==> src/rtl/master_port_if.sv <==
`default_nettype none
// ============================================================================
//  Module      : master_port_if
//  Description : Bundles the request/write-data/read-data handshakes and the
//                serial slave bus used by master_port.
//                master modport = master_port side, slave modport = the
//                environment (request source + serial slave).
//  Revision    : 1.0 - initial release
// ============================================================================
interface master_port_if #(
    parameter int ADDR_W = 12,
    parameter int DATA_W = 8
);
    logic              req_valid;
    logic              req_ready;
    logic              req_wren;
    logic              req_burst;
    logic [ADDR_W-1:0] req_addr;
    logic              wdata_valid;
    logic              wdata_ready;
    logic [DATA_W-1:0] wdata;
    logic              rdata_valid;
    logic [DATA_W-1:0] rdata;
    logic              done;
    logic              err;
    logic              validIn;
    logic              wren;
    logic              BurstEn;
    logic              Address;
    logic              DataIn;
    logic              ready;
    logic              validOut;
    logic              DataOut;

    modport master (
        input  req_valid, req_wren, req_burst, req_addr, wdata_valid, wdata,
               ready, validOut, DataOut,
        output req_ready, wdata_ready, rdata_valid, rdata, done, err,
               validIn, wren, BurstEn, Address, DataIn
    );

    modport slave (
        output req_valid, req_wren, req_burst, req_addr, wdata_valid, wdata,
               ready, validOut, DataOut,
        input  req_ready, wdata_ready, rdata_valid, rdata, done, err,
               validIn, wren, BurstEn, Address, DataIn
    );
endinterface
`default_nettype wire

==> src/rtl/master_port.sv <==
`default_nettype none
// ============================================================================
//  Module      : master_port
//  Description : Serializes parallel single/burst read and write requests onto
//                the serial slave bus (header, LSB-first address, LSB-first
//                data beats) and deserializes returned read bytes.
//                Optional watchdog on the bus waits: MASTER_PORT_TIMEOUT_EN.
//  Revision    : 1.0 - initial release
// ============================================================================
module master_port #(
    parameter int ADDR_W    = 12,
    parameter int DATA_W    = 8,
    parameter int BURST_LEN = 128,
    parameter int TIMEOUT   = 1024
) (
    input  wire logic     clk,
    input  wire logic     reset,
    master_port_if.master bus
);

    localparam int BEAT_W = $clog2(BURST_LEN) + 1;
    localparam int AIDX_W = $clog2(ADDR_W);
    localparam int DIDX_W = $clog2(DATA_W);

    typedef enum logic [3:0] {
        S_IDLE  = 4'd0,
        S_WLOAD = 4'd1,
        S_HDR   = 4'd2,
        S_ADDR  = 4'd3,
        S_WDATA = 4'd4,
        S_WWAIT = 4'd5,
        S_RWAIT = 4'd6,
        S_RDATA = 4'd7,
        S_DONE  = 4'd8
    } state_t;

    state_t              state_q, state_d;
    logic                wren_q, wren_d;
    logic                burst_q, burst_d;
    logic [ADDR_W-1:0]   addr_q, addr_d;
    logic [DATA_W-1:0]   wsh_q, wsh_d;
    // Read bits received so far; the final bit is merged straight from DataOut.
    logic [DATA_W-2:0]   rsh_q, rsh_d;
    logic [DATA_W-1:0]   rdata_q, rdata_d;
    logic [3:0]          bit_q, bit_d;
    logic [BEAT_W-1:0]   beats_q, beats_d;
    // Set until the address has been sent; later burst write beats skip it.
    logic                first_q, first_d;
    logic                ready_prev_q;

    logic                w_ready_rise;
    logic                w_validIn;
    logic                w_Address;
    logic                w_DataIn;
    logic                w_wdata_ready;
    logic                w_rdata_valid;
    logic                w_done;
    logic                w_hold_hdr;
    logic [DATA_W-1:0]   w_rbyte;

`ifdef MASTER_PORT_TIMEOUT_EN
    localparam int TMR_W = $clog2(TIMEOUT + 1);
    logic [TMR_W-1:0]    tmr_q, tmr_d;
    logic                err_q, err_d;
`endif

    assign w_ready_rise = bus.ready & ~ready_prev_q;
    assign w_rbyte      = {bus.DataOut, rsh_q};

    // Next-state and Moore/handshake output decode.
    always_comb begin
        state_d       = state_q;
        wren_d        = wren_q;
        burst_d       = burst_q;
        addr_d        = addr_q;
        wsh_d         = wsh_q;
        rsh_d         = rsh_q;
        rdata_d       = rdata_q;
        bit_d         = bit_q;
        beats_d       = beats_q;
        first_d       = first_q;
        w_validIn     = 1'b0;
        w_Address     = 1'b0;
        w_DataIn      = 1'b0;
        w_wdata_ready = 1'b0;
        w_rdata_valid = 1'b0;
        w_done        = 1'b0;
`ifdef MASTER_PORT_TIMEOUT_EN
        tmr_d         = tmr_q + TMR_W'(1);
        err_d         = 1'b0;
`endif
        case (state_q)
            S_IDLE: begin
                if (bus.req_valid) begin
                    wren_d  = bus.req_wren;
                    burst_d = bus.req_burst;
                    addr_d  = bus.req_addr;
                    beats_d = bus.req_burst ? BEAT_W'(BURST_LEN) : BEAT_W'(1);
                    first_d = 1'b1;
                    state_d = bus.req_wren ? S_WLOAD : S_HDR;
                end
            end
            S_WLOAD: begin
                w_wdata_ready = 1'b1;
                if (bus.wdata_valid) begin
                    wsh_d   = bus.wdata;
                    state_d = S_HDR;
                end
            end
            S_HDR: begin
                w_validIn = 1'b1;
                bit_d     = 4'd0;
                state_d   = first_q ? S_ADDR : S_WDATA;
            end
            S_ADDR: begin
                w_validIn = 1'b1;
                w_Address = addr_q[bit_q[AIDX_W-1:0]];
                if (bit_q == 4'(ADDR_W - 1)) begin
                    bit_d   = 4'd0;
                    first_d = 1'b0;
                    state_d = wren_q ? S_WDATA : S_RWAIT;
                end else begin
                    bit_d = bit_q + 4'd1;
                end
            end
            S_WDATA: begin
                w_validIn = 1'b1;
                w_DataIn  = wsh_q[bit_q[DIDX_W-1:0]];
                if (bit_q == 4'(DATA_W - 1)) begin
                    state_d = S_WWAIT;
                end else begin
                    bit_d = bit_q + 4'd1;
                end
            end
            S_WWAIT: begin
                if (w_ready_rise) begin
                    beats_d = beats_q - BEAT_W'(1);
                    state_d = (beats_q == BEAT_W'(1)) ? S_DONE : S_WLOAD;
                end
`ifdef MASTER_PORT_TIMEOUT_EN
                else if (tmr_q == TMR_W'(TIMEOUT - 1)) begin
                    err_d   = 1'b1;
                    state_d = S_IDLE;
                end
`endif
            end
            S_RWAIT: begin
                if (bus.validOut) begin
                    rsh_d   = {bus.DataOut, rsh_q[DATA_W-2:1]};
                    bit_d   = 4'd1;
                    state_d = S_RDATA;
                end
`ifdef MASTER_PORT_TIMEOUT_EN
                else if (tmr_q == TMR_W'(TIMEOUT - 1)) begin
                    err_d   = 1'b1;
                    state_d = S_IDLE;
                end
`endif
            end
            S_RDATA: begin
                rsh_d = {bus.DataOut, rsh_q[DATA_W-2:1]};
                if (bit_q == 4'(DATA_W - 1)) begin
                    w_rdata_valid = 1'b1;
                    rdata_d       = w_rbyte;
                    beats_d       = beats_q - BEAT_W'(1);
                    state_d       = (beats_q == BEAT_W'(1)) ? S_DONE : S_RWAIT;
                end else begin
                    bit_d = bit_q + 4'd1;
                end
            end
            S_DONE: begin
                w_done  = 1'b1;
                state_d = S_IDLE;
            end
            default: begin
                state_d = S_IDLE;
            end
        endcase
`ifdef MASTER_PORT_TIMEOUT_EN
        // The watchdog restarts whenever a new state is entered.
        if (state_d != state_q) begin
            tmr_d = '0;
        end
`endif
    end

    // wren/BurstEn stay valid from the first header until the transaction ends,
    // including the WLOAD gaps between burst write beats.
    assign w_hold_hdr = (state_q != S_IDLE) && !((state_q == S_WLOAD) && first_q);

    assign bus.req_ready   = (state_q == S_IDLE) && !reset;
    assign bus.wdata_ready = w_wdata_ready;
    assign bus.validIn     = w_validIn;
    assign bus.Address     = w_Address;
    assign bus.DataIn      = w_DataIn;
    assign bus.wren        = w_hold_hdr & wren_q;
    assign bus.BurstEn     = w_hold_hdr & burst_q;
    assign bus.rdata_valid = w_rdata_valid;
    assign bus.rdata       = w_rdata_valid ? w_rbyte : rdata_q;
    assign bus.done        = w_done;

    // Main state and datapath registers.
    always_ff @(posedge clk or posedge reset) begin
        if (reset) begin
            state_q      <= S_IDLE;
            wren_q       <= 1'b0;
            burst_q      <= 1'b0;
            addr_q       <= '0;
            wsh_q        <= '0;
            rsh_q        <= '0;
            rdata_q      <= '0;
            bit_q        <= 4'd0;
            beats_q      <= '0;
            first_q      <= 1'b0;
            ready_prev_q <= 1'b0;
        end else begin
            state_q      <= state_d;
            wren_q       <= wren_d;
            burst_q      <= burst_d;
            addr_q       <= addr_d;
            wsh_q        <= wsh_d;
            rsh_q        <= rsh_d;
            rdata_q      <= rdata_d;
            bit_q        <= bit_d;
            beats_q      <= beats_d;
            first_q      <= first_d;
            ready_prev_q <= bus.ready;
        end
    end

`ifdef MASTER_PORT_TIMEOUT_EN
    // Watchdog counter and registered abort pulse.
    always_ff @(posedge clk or posedge reset) begin
        if (reset) begin
            tmr_q <= '0;
            err_q <= 1'b0;
        end else begin
            tmr_q <= tmr_d;
            err_q <= err_d;
        end
    end

    assign bus.err = err_q;
`else
    // TIMEOUT has no function without the watchdog.
    logic [31:0] w_unused_timeout;
    assign w_unused_timeout = 32'(TIMEOUT);
    assign bus.err          = 1'b0;
`endif

endmodule
`default_nettype wire

==> src/flat_wrapper.sv <==
// flat-port wrapper written by rule: the top's interface ports become plain ports
module master_port_flat 
#(
    parameter int ADDR_W    = 12,
    parameter int DATA_W    = 8,
    parameter int BURST_LEN = 128,
    parameter int TIMEOUT   = 1024
)
  (clk, reset, bus_req_valid, bus_req_wren, bus_req_burst, bus_req_addr, bus_wdata_valid, bus_wdata, bus_ready, bus_validOut, bus_DataOut, bus_req_ready, bus_wdata_ready, bus_rdata_valid, bus_rdata, bus_done, bus_err, bus_validIn, bus_wren, bus_BurstEn, bus_Address, bus_DataIn);
  master_port_if #(.ADDR_W(ADDR_W), .DATA_W(DATA_W)) bus_i ();
  input  wire logic clk;
  input  wire logic reset;
  input wire logic [$bits(bus_i.req_valid)-1:0] bus_req_valid;
  input wire logic [$bits(bus_i.req_wren)-1:0] bus_req_wren;
  input wire logic [$bits(bus_i.req_burst)-1:0] bus_req_burst;
  input wire logic [$bits(bus_i.req_addr)-1:0] bus_req_addr;
  input wire logic [$bits(bus_i.wdata_valid)-1:0] bus_wdata_valid;
  input wire logic [$bits(bus_i.wdata)-1:0] bus_wdata;
  input wire logic [$bits(bus_i.ready)-1:0] bus_ready;
  input wire logic [$bits(bus_i.validOut)-1:0] bus_validOut;
  input wire logic [$bits(bus_i.DataOut)-1:0] bus_DataOut;
  output wire logic [$bits(bus_i.req_ready)-1:0] bus_req_ready;
  output wire logic [$bits(bus_i.wdata_ready)-1:0] bus_wdata_ready;
  output wire logic [$bits(bus_i.rdata_valid)-1:0] bus_rdata_valid;
  output wire logic [$bits(bus_i.rdata)-1:0] bus_rdata;
  output wire logic [$bits(bus_i.done)-1:0] bus_done;
  output wire logic [$bits(bus_i.err)-1:0] bus_err;
  output wire logic [$bits(bus_i.validIn)-1:0] bus_validIn;
  output wire logic [$bits(bus_i.wren)-1:0] bus_wren;
  output wire logic [$bits(bus_i.BurstEn)-1:0] bus_BurstEn;
  output wire logic [$bits(bus_i.Address)-1:0] bus_Address;
  output wire logic [$bits(bus_i.DataIn)-1:0] bus_DataIn;
  assign bus_i.req_valid = bus_req_valid;
  assign bus_i.req_wren = bus_req_wren;
  assign bus_i.req_burst = bus_req_burst;
  assign bus_i.req_addr = bus_req_addr;
  assign bus_i.wdata_valid = bus_wdata_valid;
  assign bus_i.wdata = bus_wdata;
  assign bus_i.ready = bus_ready;
  assign bus_i.validOut = bus_validOut;
  assign bus_i.DataOut = bus_DataOut;
  assign bus_req_ready = bus_i.req_ready;
  assign bus_wdata_ready = bus_i.wdata_ready;
  assign bus_rdata_valid = bus_i.rdata_valid;
  assign bus_rdata = bus_i.rdata;
  assign bus_done = bus_i.done;
  assign bus_err = bus_i.err;
  assign bus_validIn = bus_i.validIn;
  assign bus_wren = bus_i.wren;
  assign bus_BurstEn = bus_i.BurstEn;
  assign bus_Address = bus_i.Address;
  assign bus_DataIn = bus_i.DataIn;
  master_port #(.ADDR_W(ADDR_W), .DATA_W(DATA_W), .BURST_LEN(BURST_LEN), .TIMEOUT(TIMEOUT)) u_core (.clk(clk), .reset(reset), .bus(bus_i));
endmodule
==> config.mk <==
export PLATFORM = sky130hd
export DESIGN_NAME = master_port_flat
export DESIGN_NICKNAME = d
export VERILOG_FILES = /design/src/rtl/master_port_if.sv /design/src/rtl/master_port.sv /design/src/flat_wrapper.sv
export SDC_FILE = /design/constraint.sdc
export NUM_CORES = 1
export LEC_CHECK = 0
export BUFFER_PORTS_ARGS = -buffer_cell sky130_fd_sc_hd__clkbuf_2
export CORE_MARGIN = 2
export CORE_UTILIZATION = 51
export DETAILED_ROUTE_END_ITERATION = 8
export PLACE_DENSITY = 0.81
export SLEW_MARGIN = 25
export SYNTH_ARGS = -nofsm -noshare
export SYNTH_HDL_FRONTEND = slang
export SYNTH_SLANG_ARGS = --single-unit
==> constraint.sdc <==
create_clock -name clk -period 2.1 [get_ports clk]
set_clock_uncertainty 0.2 [all_clocks]
set_input_delay 0.525 -clock clk [delete_from_list [all_inputs] [get_ports clk]]
set_output_delay 0.525 -clock clk [all_outputs]
set_load 0.02 [all_outputs]
# Word level (Yosys, flattened, before mapping)
# Index checks and enable logic that the tools add are counted.
# totals
ff_bits	55
latchBits	0
ramBits	0
romBits	0
inputBits	29
out_inout_bits	18
elab_cells	98
n_memories	0
# op_classes
add_sub_neg	2
mul	0
div	0
n_lt_le_gt_ge	2
eq_ne	19
shift	0
n_mux	39
bitwise	4
n_reduce_logical	21
# op_table
op	count
2-to-1 mux 4 bit	12
2-to-1 mux 8 bit	5
case mux 4 bit (8 select lines)	1
case mux 8 bit (3 select lines)	1
equality test 4 x 3 -> 1 bit (second input constant)	5
case mux 4 bit (4 select lines)	1
case mux 7 bit (2 select lines)	1
2-to-1 mux 1 bit	11
equality test 4 x 2 -> 1 bit (second input constant)	2
equality test 4 bit (second input constant)	2
equality test 8 x 1 -> 1 bit (second input constant)	1
inequality test 2 x 1 -> 1 bit (second input constant)	4
inequality test 2 bit (second input constant)	4
AND reduction 2 bit	4
nonzero test 4 bit	2
subtractor 8 x 1 -> 8 bit (second input constant)	1
2-to-1 mux 7 bit	1
AND reduction 7 bit	1
AND reduction 3 bit	2
less-than comparator 4 x 5 -> 1 bit (second input constant)	1
adder 4 x 1 -> 4 bit (second input constant)	1
binary-select mux 1 bit (select 4 bit)	1
equality test 4 x 1 -> 1 bit (second input constant)	1
zero test 4 bit	1
other kinds (14)	21

# Logic depth before layout (Yosys ltp)
# Gate-level depths: netlist of the first run.
# logic_depth
word_depth	5
depth_mapped	7
mapped_depth_nobuf	6

# Worst setup path after synthesis of the first run
# OpenSTA, ideal clock, no wires.
# synth_path
path_type	register to output
startpoint	reg u_core.bit_q[0]
endpoint	out bus_DataIn
t_arrival_ns	2.057
t_required_ns	1.375
path_slack_ns	-0.682
stages_incl_launch_ff	5
n_path_buf	1
cell_sequence	dfrtp_1 -> buf_2 -> mux4_2 -> nand2_1 -> a2111oi_0
# synth_via
elab_chain_cells	3
# synth_rtl
item	line	source
from (decl)	master_port.sv:45	logic [3:0] bit_q, bit_d;
from (signal assigned)	master_port.sv:224	bit_q <= bit_d;
binary-select mux 1 bit (select 3 bit)	master_port.sv:128	w_DataIn = wsh_q[bit_q[DIDX_W-1:0]];
2-to-1 mux 1 bit (not written as such)	master_port.sv:128	
2-to-1 mux 1 bit	master_port.sv:92	case (state_q)
to (decl)	flat_wrapper.sv:32	output wire logic [$bits(bus_i.DataIn)-1:0] bus_DataIn;
# No other way between the ends. The select of a mux whose other input is x is not followed.

# Worst setup path in the final report of the first run
# layout_path
startpoint	reg u_core.bit_q[0]
endpoint	out bus_rdata[2]
# layout_via
elab_chain_cells	4
# layout_rtl
item	line	source
equality test 4 x 3 -> 1 bit	master_port.sv:162	if (bit_q == 4'(DATA_W - 1)) begin
2-to-1 mux 1 bit	master_port.sv:162	
2-to-1 mux 1 bit	master_port.sv:92	
2-to-1 mux 8 bit	master_port.sv:199	assign bus.rdata = w_rdata_valid ? w_rbyte : rdata_q;
to (decl)	flat_wrapper.sv:25	output wire logic [$bits(bus_i.rdata)-1:0] bus_rdata;
# No other way between the ends.

==> results.txt, run 1 <==
----------------------------------------------------
[Drt]
  Count of routing violations after the opening detailed-route iteration ... roughly 240
  Via density per instance ... a little under 6
  Detailed-routing iteration count for the pre-antenna-repair pass ... 5
  Avg WL per Cell ... ~19 µm
  Routed vias ... between 2000 and 3000
  Count of unresolved DRC violations after routing ... 0
  DRT antenna net count ... 0
  Total Wirelength ... about 8000 µm

[Cells and area]
  Final Instance Area ... around 0.004 mm²
  Area grow syn2layout ... 39.1%
  Sequential Area ... around 0.0014 mm²
  Multi-input logic area ... 0.00159 mm²
  Fill cell count ... 359
  Number of diodes ... 0
  Final Core Density ... 0.729
  Final Net Count ... 396
  Final std cells w/o fill ... between 400 and 500
  Ratio of cells with drive above 1 in the final layout ... 0.478

[Synthesis]
  Number of enable-type register cells in the synthesized netlist ... 0
  Post-synthesis sequential element count ... 55
  Synthesized area per cell ... about 11 µm²
  Synthesized netlist net count ... about 300
  Cell area after technology mapping ... roughly 0.0029 mm²
  Synth warnings ... 0
  Synthesized netlist cell count ... 273
  Fraction of registers with async set or reset after synthesis ... 1.00
  Flip-flop cell with the highest count after synthesis ... dfrtp_1
  Synth unique cells ... 54
  Fraction of the yosys area taken by sequential cells ... 0.480

[Placed design]
  Port Buf Inserts ... 45
  Instance area at placement ... 0.00335 mm²
  Post-DP HPWL ... just under 5000 µm
  Placed cell count ... 404
  Global placer's final weighted congestion ... 0.889

[Power]
  Power density over cell area ... about 1500 mW/mm²
  Leakage power total ... 1.84 nW
  Worst vdd ir ... 845 µV

[Clock tree]
  Maximum count of clock buffers along a single path ... 2
  Clock input transition at the sequential cells of the worst setup and hold paths ... approximately 90 ps
  Source-to-sink clock delay at the later pin of the worst-skew pair ... slightly above 300 ps
  H-tree depth ... 2
  Cts bufs inserted ... 5
  Clock tree from TritonCTS ... yes
  Clk sinks ... 55
  Clock tree root driver cell ... clkbuf_8

[Global route]
  All-layer global routing usage ... 0.244
  First-pass GRT wire length ... around 12000 µm
  GR Overflow Total ... 0
  Via count of the first global-routing pass ... approximately 2500
  Pin count of the biggest net entering global routing ... 28
  Antenna violations before repair ... 0

[Hold path]
  Cells on Worst Hold Path ... 1
  Min-delay src ... bus_ready
  Endpoint, Worst Hold ... u_core.ready_prev_q$_DFF_PP0_
  Tightest Hold Check Type ... in2reg

[Outcome]
  Status ... complete, but fails checks
  Violations in the final reports ... setup timing

[Critical path]
  Critical path launch point type ... flop
  Cells along the critical path ... ha_2, nand3b_1, nor4_4, buf_6, mux2_2, buf_2
  Master of the slowest instance on the critical path ... dfrtp_1
  Delay of the slowest cell on the worst path ... between 400 and 500 ps
  Biggest fanout along the worst timing path ... 9
  Worst reg2reg path depth ... 8
  Number of buffers and inverters on the critical path ... 2
  Data required time of the worst path ... about 1400 ps
  Number of gates on the worst path with buffers counted ... 6
  Launching point of the worst reg2reg path ... u_core.state_q[3]$_DFFE_PP0P_
  R2r setup slk ... -130 ps
  Category of the worst setup path capture point ... primary output
  Crit Reg-Reg Endpoint ... u_core.state_q[1]$_DFFE_PP0P_
  Crit Path Class ... reg2out
  Data arrival, critical path ... approximately 1900 ps
  Crit path max-delay family ... flip-flops

[STA]
  Hold WS ... 174 ps
  Post-route clock period utilization ... 1.27
  RSZ-0062 raised after global routing ... true
  FMAX ... roughly 380 MHz
  Number of setup violations in the final report ... 26
  Minimum clock period ... ~2700 ps
  Slew Limit Fails ... 0
  Final total negative setup slack ... -7170 ps
  Number of hold-slack violations in the final timing report ... 0
  Slack of the critical path ... -558 ps

[Floorplan]
  Die width ... slightly below 80 µm
  I/O pin total ... 47
  Area of the die ... 0.00624 mm²
  Effective utilization at floorplan ... 0.524
  Die Y-Extent ... around 79 µm
  Core outline area ... between 0.005 and 0.006 mm²
  Number of rows in the core area ... 27

[Flow run]
  Max Cap Viol ... 0

----------------------------------------------------
-- synthesized netlist by cell type (all sizes together) (2+ instances only) --
cell | n | share of area
clkbuf | 2 | 0.0026
and2 | 4 | 0.0087
buf | 11 | 0.024
a211o | 4 | 0.012
mux4 | 5 | 0.039
o2111ai | 2 | 0.0061
nand2b | 3 | 0.0065
nor2b | 3 | 0.0065
mux2 | 24 | 0.096
nand2 | 55 | 0.072
ha | 3 | 0.013
xor2 | 5 | 0.015
nand4b | 2 | 0.0061
a31oi | 3 | 0.0065
a211oi | 3 | 0.0096
nand3b | 5 | 0.013
nor2 | 13 | 0.018
o21ai | 13 | 0.023
o32ai | 2 | 0.013
dfrtp | 55 | 0.48
inv | 12 | 0.016
nor3b | 3 | 0.0096
a21oi | 11 | 0.022
nand3 | 5 | 0.0087
nor3 | 7 | 0.014
nor4 | 4 | 0.014
-- worst reg2reg max path, cell delays in order, from the launching register on --
cell and delay [ps]:
dfrtp_1 440, buf_4 170, buf_8 140, nand2b_4 180
buf_4 170, buf_4 140, o32ai_4 260, nand3b_1 230
mux2i_1 230
-- state kept, by name, summed over array words and instances (netlist names) --
name                 cells
u_core.beats_q           8
u_core.wren_q            1
u_core.first_q           1
u_core.rsh_q             7
u_core.rdata_q           8
u_core.wsh_q             8
u_core.bit_q             4
u_core.addr_q           12
u_core.burst_q           1
u_core.state_q           4
u_core.ready_prev_q      1
-- area by class of cell --
cell class / instances / area share
Sequential cell: 55 / 0.345
Inverter: 12 / 0.0163
Clock inverter: 1 / 0.00752
Clock buffer: 6 / 0.0182
Tap cell: 72 / 0.0226
Timing Repair Buffer: 97 / 0.193
Multi-Input combinational cell: 193 / 0.397
-- worst max path at each step --
stage | from | to | slack (ps)
detailed placement | u_core.bit_q[0]$_DFFE_PP0P_ | bus_Address | -240
floorplan | u_core.bit_q[0]$_DFFE_PP0P_ | bus_rdata[0] | -360
finish | u_core.bit_q[0]$_DFFE_PP0P_ | bus_rdata[2] | -560
CTS | u_core.bit_q[0]$_DFFE_PP0P_ | bus_Address | -570
global placement | u_core.bit_q[0]$_DFFE_PP0P_ | bus_DataIn | -190
global route | u_core.bit_q[0]$_DFFE_PP0P_ | bus_rdata[2] | -670
-- timing repair --
action                     CTS  global route
setup endpoints to repair   21            48
setup buffers               12            14
hold endpoints to repair    13             0
resized for setup           49            42
gates cloned                 0             1
pin swaps                    7            14
hold buffers                 1             0
-- through the flow --
step,power (W),setup slack [ps]
after global placement,0.00425,-190
after detailed placement,0.00437,-243
after floorplan,0.00362,-361
after CTS,0.00552,-567
final,0.00607,-558
after global routing,0.00640,-667
-- layer usage --
metal  GRT usage  up-vias  wire (µm)
li1            -     1135          -
met1       0.330     1219       3270
met2       0.393      139       4070
met3      0.0420       52        511
met4       0.102        0        367
met5           0        -          0
-- layout by cell type, fill, tap and decap left out, types with 5 or more instances in the layout --
cell type / synthesis / final
nor2_1: 12 / 11
a21oi_1: 9 / 5
mux2_2: 22 / 22
nand3b_1: 5 / 5
clkbuf_8: 0 / 7
o21ai_0: 11 / 9
xor2_1: 5 / 5
inv_1: 11 / 7
buf_4: 3 / 44
nand2_1: 55 / 50
buf_6: 1 / 5
clkbuf_2: 0 / 34
mux4_2: 5 / 5
dfrtp_1: 55 / 55
-- kinds of logic after synthesis --
| group | share of synthesized area |
|---|---|
| buffers and inverters | 0.0419 |
| other | 0.00131 |
| adder cells (fa/ha/maj) | 0.0166 |
| XOR/XNOR | 0.0183 |
| AO/OA/AOI/OAI | 0.103 |
| AND/OR/NAND/NOR | 0.201 |
| multiplexers | 0.138 |
| flip-flops | 0.480 |
-- power breakdown --
group | total [W] | internal, W | switching [W]
clock | 0.000676 | 0.000350 | 0.000326
sequential | 0.00182 | 0.00152 | 0.000307
combinational | 0.00357 | 0.00170 | 0.00187
No activity file was read; power rests on OpenSTA's default activity.
==> inputs of run 2 (changes only) <==
--- a/config.mk
+++ b/config.mk
@@ -7,9 +7,9 @@
 export LEC_CHECK = 0
 export BUFFER_PORTS_ARGS = -buffer_cell sky130_fd_sc_hd__clkbuf_2
 export CORE_MARGIN = 2
-export CORE_UTILIZATION = 51
+export CORE_UTILIZATION = 56
 export DETAILED_ROUTE_END_ITERATION = 8
-export PLACE_DENSITY = 0.81
+export PLACE_DENSITY = 0.84
 export SLEW_MARGIN = 25
 export SYNTH_ARGS = -nofsm -noshare
 export SYNTH_HDL_FRONTEND = slang
==> constraint.sdc (replaced) <==
create_clock -name clk -period 2.53 [get_ports clk]
set_clock_uncertainty 0.2 [all_clocks]
set_input_delay 0.6325 -clock clk [delete_from_list [all_inputs] [get_ports clk]]
set_output_delay 0.6325 -clock clk [all_outputs]
set_load 0.02 [all_outputs]
==> run 2 against run 1 <==
Against the previous run: the run still ends with setup timing left; sequential cell count is the same; clock-buffer cell count is the same; final area shrank 14%; worst setup slack gained 260 ps; utilization shrank 4.2 points; worst hold slack gained 82 ps; routed wire length shrank 22%; critical path type unchanged; largest power group unchanged; highest routed layer unchanged.
==> results.txt, run 2 (synthesis gave the netlist of run 1 again) <==
----------------------------------------------------
[STA]
  Max_slew headroom ... 0.542
  Slew Limit Fails ... 0 (unchanged)
  Slew @ Worst Pin ... roughly 690 ps
  Slack of the critical path ... -298 ps (was -558 ps)
  Number of hold-slack violations in the final timing report ... 0 (unchanged)
  RSZ-0062 raised after global routing ... true (unchanged)
  Minimum clock period ... approximately 2800 ps
  Post-route clock period utilization ... 1.12
  FMAX ... roughly 350 MHz
  Number of setup violations in the final report ... 11 (was 26)
  Hold WS ... 256 ps (was 174 ps)

[Global route]
  All-layer global routing usage ... 0.237 (was 0.244)
  Pin count of the biggest net entering global routing ... 56 (was 28)
  First-pass GRT wire length ... 10000 µm (was 12000 µm)
  Antenna violations before repair ... 0 (unchanged)
  GR Overflow Total ... 0 (unchanged)
  Via count of the first global-routing pass ... 2115 (was 2543)

[Power]
  Total chip power ... 0.00422 W (was 0.00607 W)
  Power density over cell area ... 1220 mW/mm² (was 1520 mW/mm²)
  Leakage power total ... 1.60 nW (was 1.84 nW)
  Worst vdd ir ... 622 µV (was 845 µV)

[Clock tree]
  Maximum count of clock buffers along a single path ... 2 (unchanged)
  Cts bufs inserted ... 5 (unchanged)
  Source-to-sink clock delay at the later pin of the worst-skew pair ... 320 ps (was 310 ps)
  Clock tree from TritonCTS ... yes (unchanged)
  Clk sinks ... 55 (unchanged)
  H-tree depth ... 2 (unchanged)
  Clock tree root driver cell ... clkbuf_8 (unchanged)
  Clock input transition at the sequential cells of the worst setup and hold paths ... 110 ps (was 90 ps)
  Number of buffers inserted by hold repair at cts ... 0 (was 1)

[Cells and area]
  Largest Register ... u_core.addr_q (unchanged)
  Final Net Count ... 363 (was 396)
  Most frequent cells in the layout ... dfrtp_1, nand2_1, clkbuf_2, mux2_2, buf_4 (was dfrtp_1, nand2_1, buf_4, clkbuf_2, mux2_2)
  Final std cells w/o fill ... 402 (was 436)
  Fill cell count ... 375 (was 359)
  Max reg flops ... 12 (unchanged)
  Number of diodes ... 0 (unchanged)
  Area grow syn2layout ... 20.1% (was 39.1%)
  Most frequent standard cell in the layout excluding fill and tap cells ... dfrtp_1 (unchanged)
  Ratio of cells with drive above 1 in the final layout ... 0.370 (was 0.478)

[Drt]
  Met2 WL ... 3100 µm (was 4070 µm)
  Detailed-routing iteration count for the pre-antenna-repair pass ... 4 (was 5)
  DR WL met3 ... 295 µm (was 511 µm)
  DRT antenna net count ... 0 (unchanged)
  Avg WL per Cell ... 15.9 µm (was 18.8 µm)
  Count of unresolved DRC violations after routing ... 0 (unchanged)
  Max layer used ... met4 (unchanged)
  Via density per instance ... 5.60 (was 5.84)
  Length of routed wiring on met1 ... 2850 µm (was 3270 µm)
  Total Wirelength ... 6410 µm (was 8220 µm)
  Routed vias ... 2250 (was 2545)
  Count of routing violations after the opening detailed-route iteration ... 208 (was 239)

[Placed design]
  Pre-CTS setup slack ... 4.15 ps (was -243 ps)
  Port Buf Inserts ... 45 (unchanged)
  Global placer's final weighted congestion ... 0.842 (was 0.889)
  Post-DP HPWL ... 4420 µm (was 4860 µm)
  Placed cell count ... 390 (was 404)

[Floorplan]
  Area of the die ... 0.00571 mm² (was 0.00624 mm²)
  Die width ... 75.6 µm (was 79.0 µm)
  Effective utilization at floorplan ... 0.573 (was 0.524)
  Number of rows in the core area ... 26 (was 27)
  Die Y-Extent ... 75.6 µm (was 79.0 µm)
  Core outline area ... 0.00501 mm² (was 0.00547 mm²)
  I/O pin total ... 47 (unchanged)

[Critical path]
  Data arrival, critical path ... 2000 ps (was 1930 ps)
  Data required time of the worst path ... 1700 ps (was 1370 ps)
  Biggest fanout along the worst timing path ... 9 (unchanged)
  Crit Path Class ... reg2out (unchanged)
  Category of the worst setup path capture point ... primary output (unchanged)
  Critical path launch point type ... flop (unchanged)

[Outcome]
  Violations in the final reports ... setup timing (unchanged)
  Status ... complete, but fails checks (unchanged)

[Hold path]
  Tightest Hold Check Type ... in2reg (unchanged)

[Flow run]
  Max Cap Viol ... 0 (unchanged)

----------------------------------------------------
## run 2: cell count changes in the layout (fill, tap and decap cells not counted), sizes merged
cell         delta
buf            -33
clkbuf          +1
clkinv          -1
dlygate4sd3     -1
clkinvlp        +2
## run 2: power by group
group          switching, W  internal (W)
Clock              0.000287      0.000299
Sequential         0.000245       0.00126
Combinational       0.00117      0.000954
Total               0.00170       0.00251
## run 2: path summary, 6_finish.rpt
check	from	end	slack, ps	cells after the start
worst min register to register	u_core.burst_q$_DFFE_PP0P_	u_core.burst_q$_DFFE_PP0P_	280	2
max in group asynchronous	reset	u_core.bit_q[0]$_DFFE_PP0P_	1370	3
worst max register to register	u_core.bit_q[1]$_DFFE_PP0P_	u_core.state_q[0]$_DFFE_PP0P_	270	9
min in group asynchronous	reset	u_core.state_q[0]$_DFFE_PP0P_	290	3
worst max-delay path	u_core.bit_q[1]$_DFFE_PP0P_	bus_rdata[2]	-300	6
worst min-delay path	bus_ready	u_core.ready_prev_q$_DFF_PP0_	260	1
## run 2: metrics by stage
stage	util	setup TNS, ps	instance area (µm²)
after detailed placement	0.647	0	3240
after floorplan	-	-373	2880
after global placement	0.647	0	3240
after CTS	0.679	-2910	3400
after global routing	0.688	-3750	3440
final	0.688	-2710	3440
## run 2: repair_timing
item | in CTS | in global routing
resized for setup | 6 | 18
endpoints found under the setup margin | 11 | 16
pin swaps | 1 | 2
buffers inserted | 3 | 2
## run 2: per-layer routing
| metal | global-route usage | up-vias |
|---|---|---|
| met2 | 0.364 | 70 |
| met3 | 0.0489 | 18 |
| met1 | 0.334 | 1089 |
| met4 | 0.0955 | 0 |
| li1 | - | 1073 |
| met5 | 0 | - |
## run 2: cell type report
class | count | area [µm²] | area share
inverter | 12 | 52.6 | 0.0153
clock buffer | 6 | 72.6 | 0.0211
multi-input combinational | 193 | 1420 | 0.412
clock inverter | 2 | 38.8 | 0.0113
timing repair buffer | 64 | 395 | 0.115
tap | 70 | 87.6 | 0.0254
sequential | 55 | 1380 | 0.400
## run 2: worst max-delay path: stages, from the launching register on
cell and delay (ps):
dfrtp_1 400, ha_2 210, nand3b_1 140, nor4_4 230
buf_12 170, mux2_2 350, clkbuf_2 160
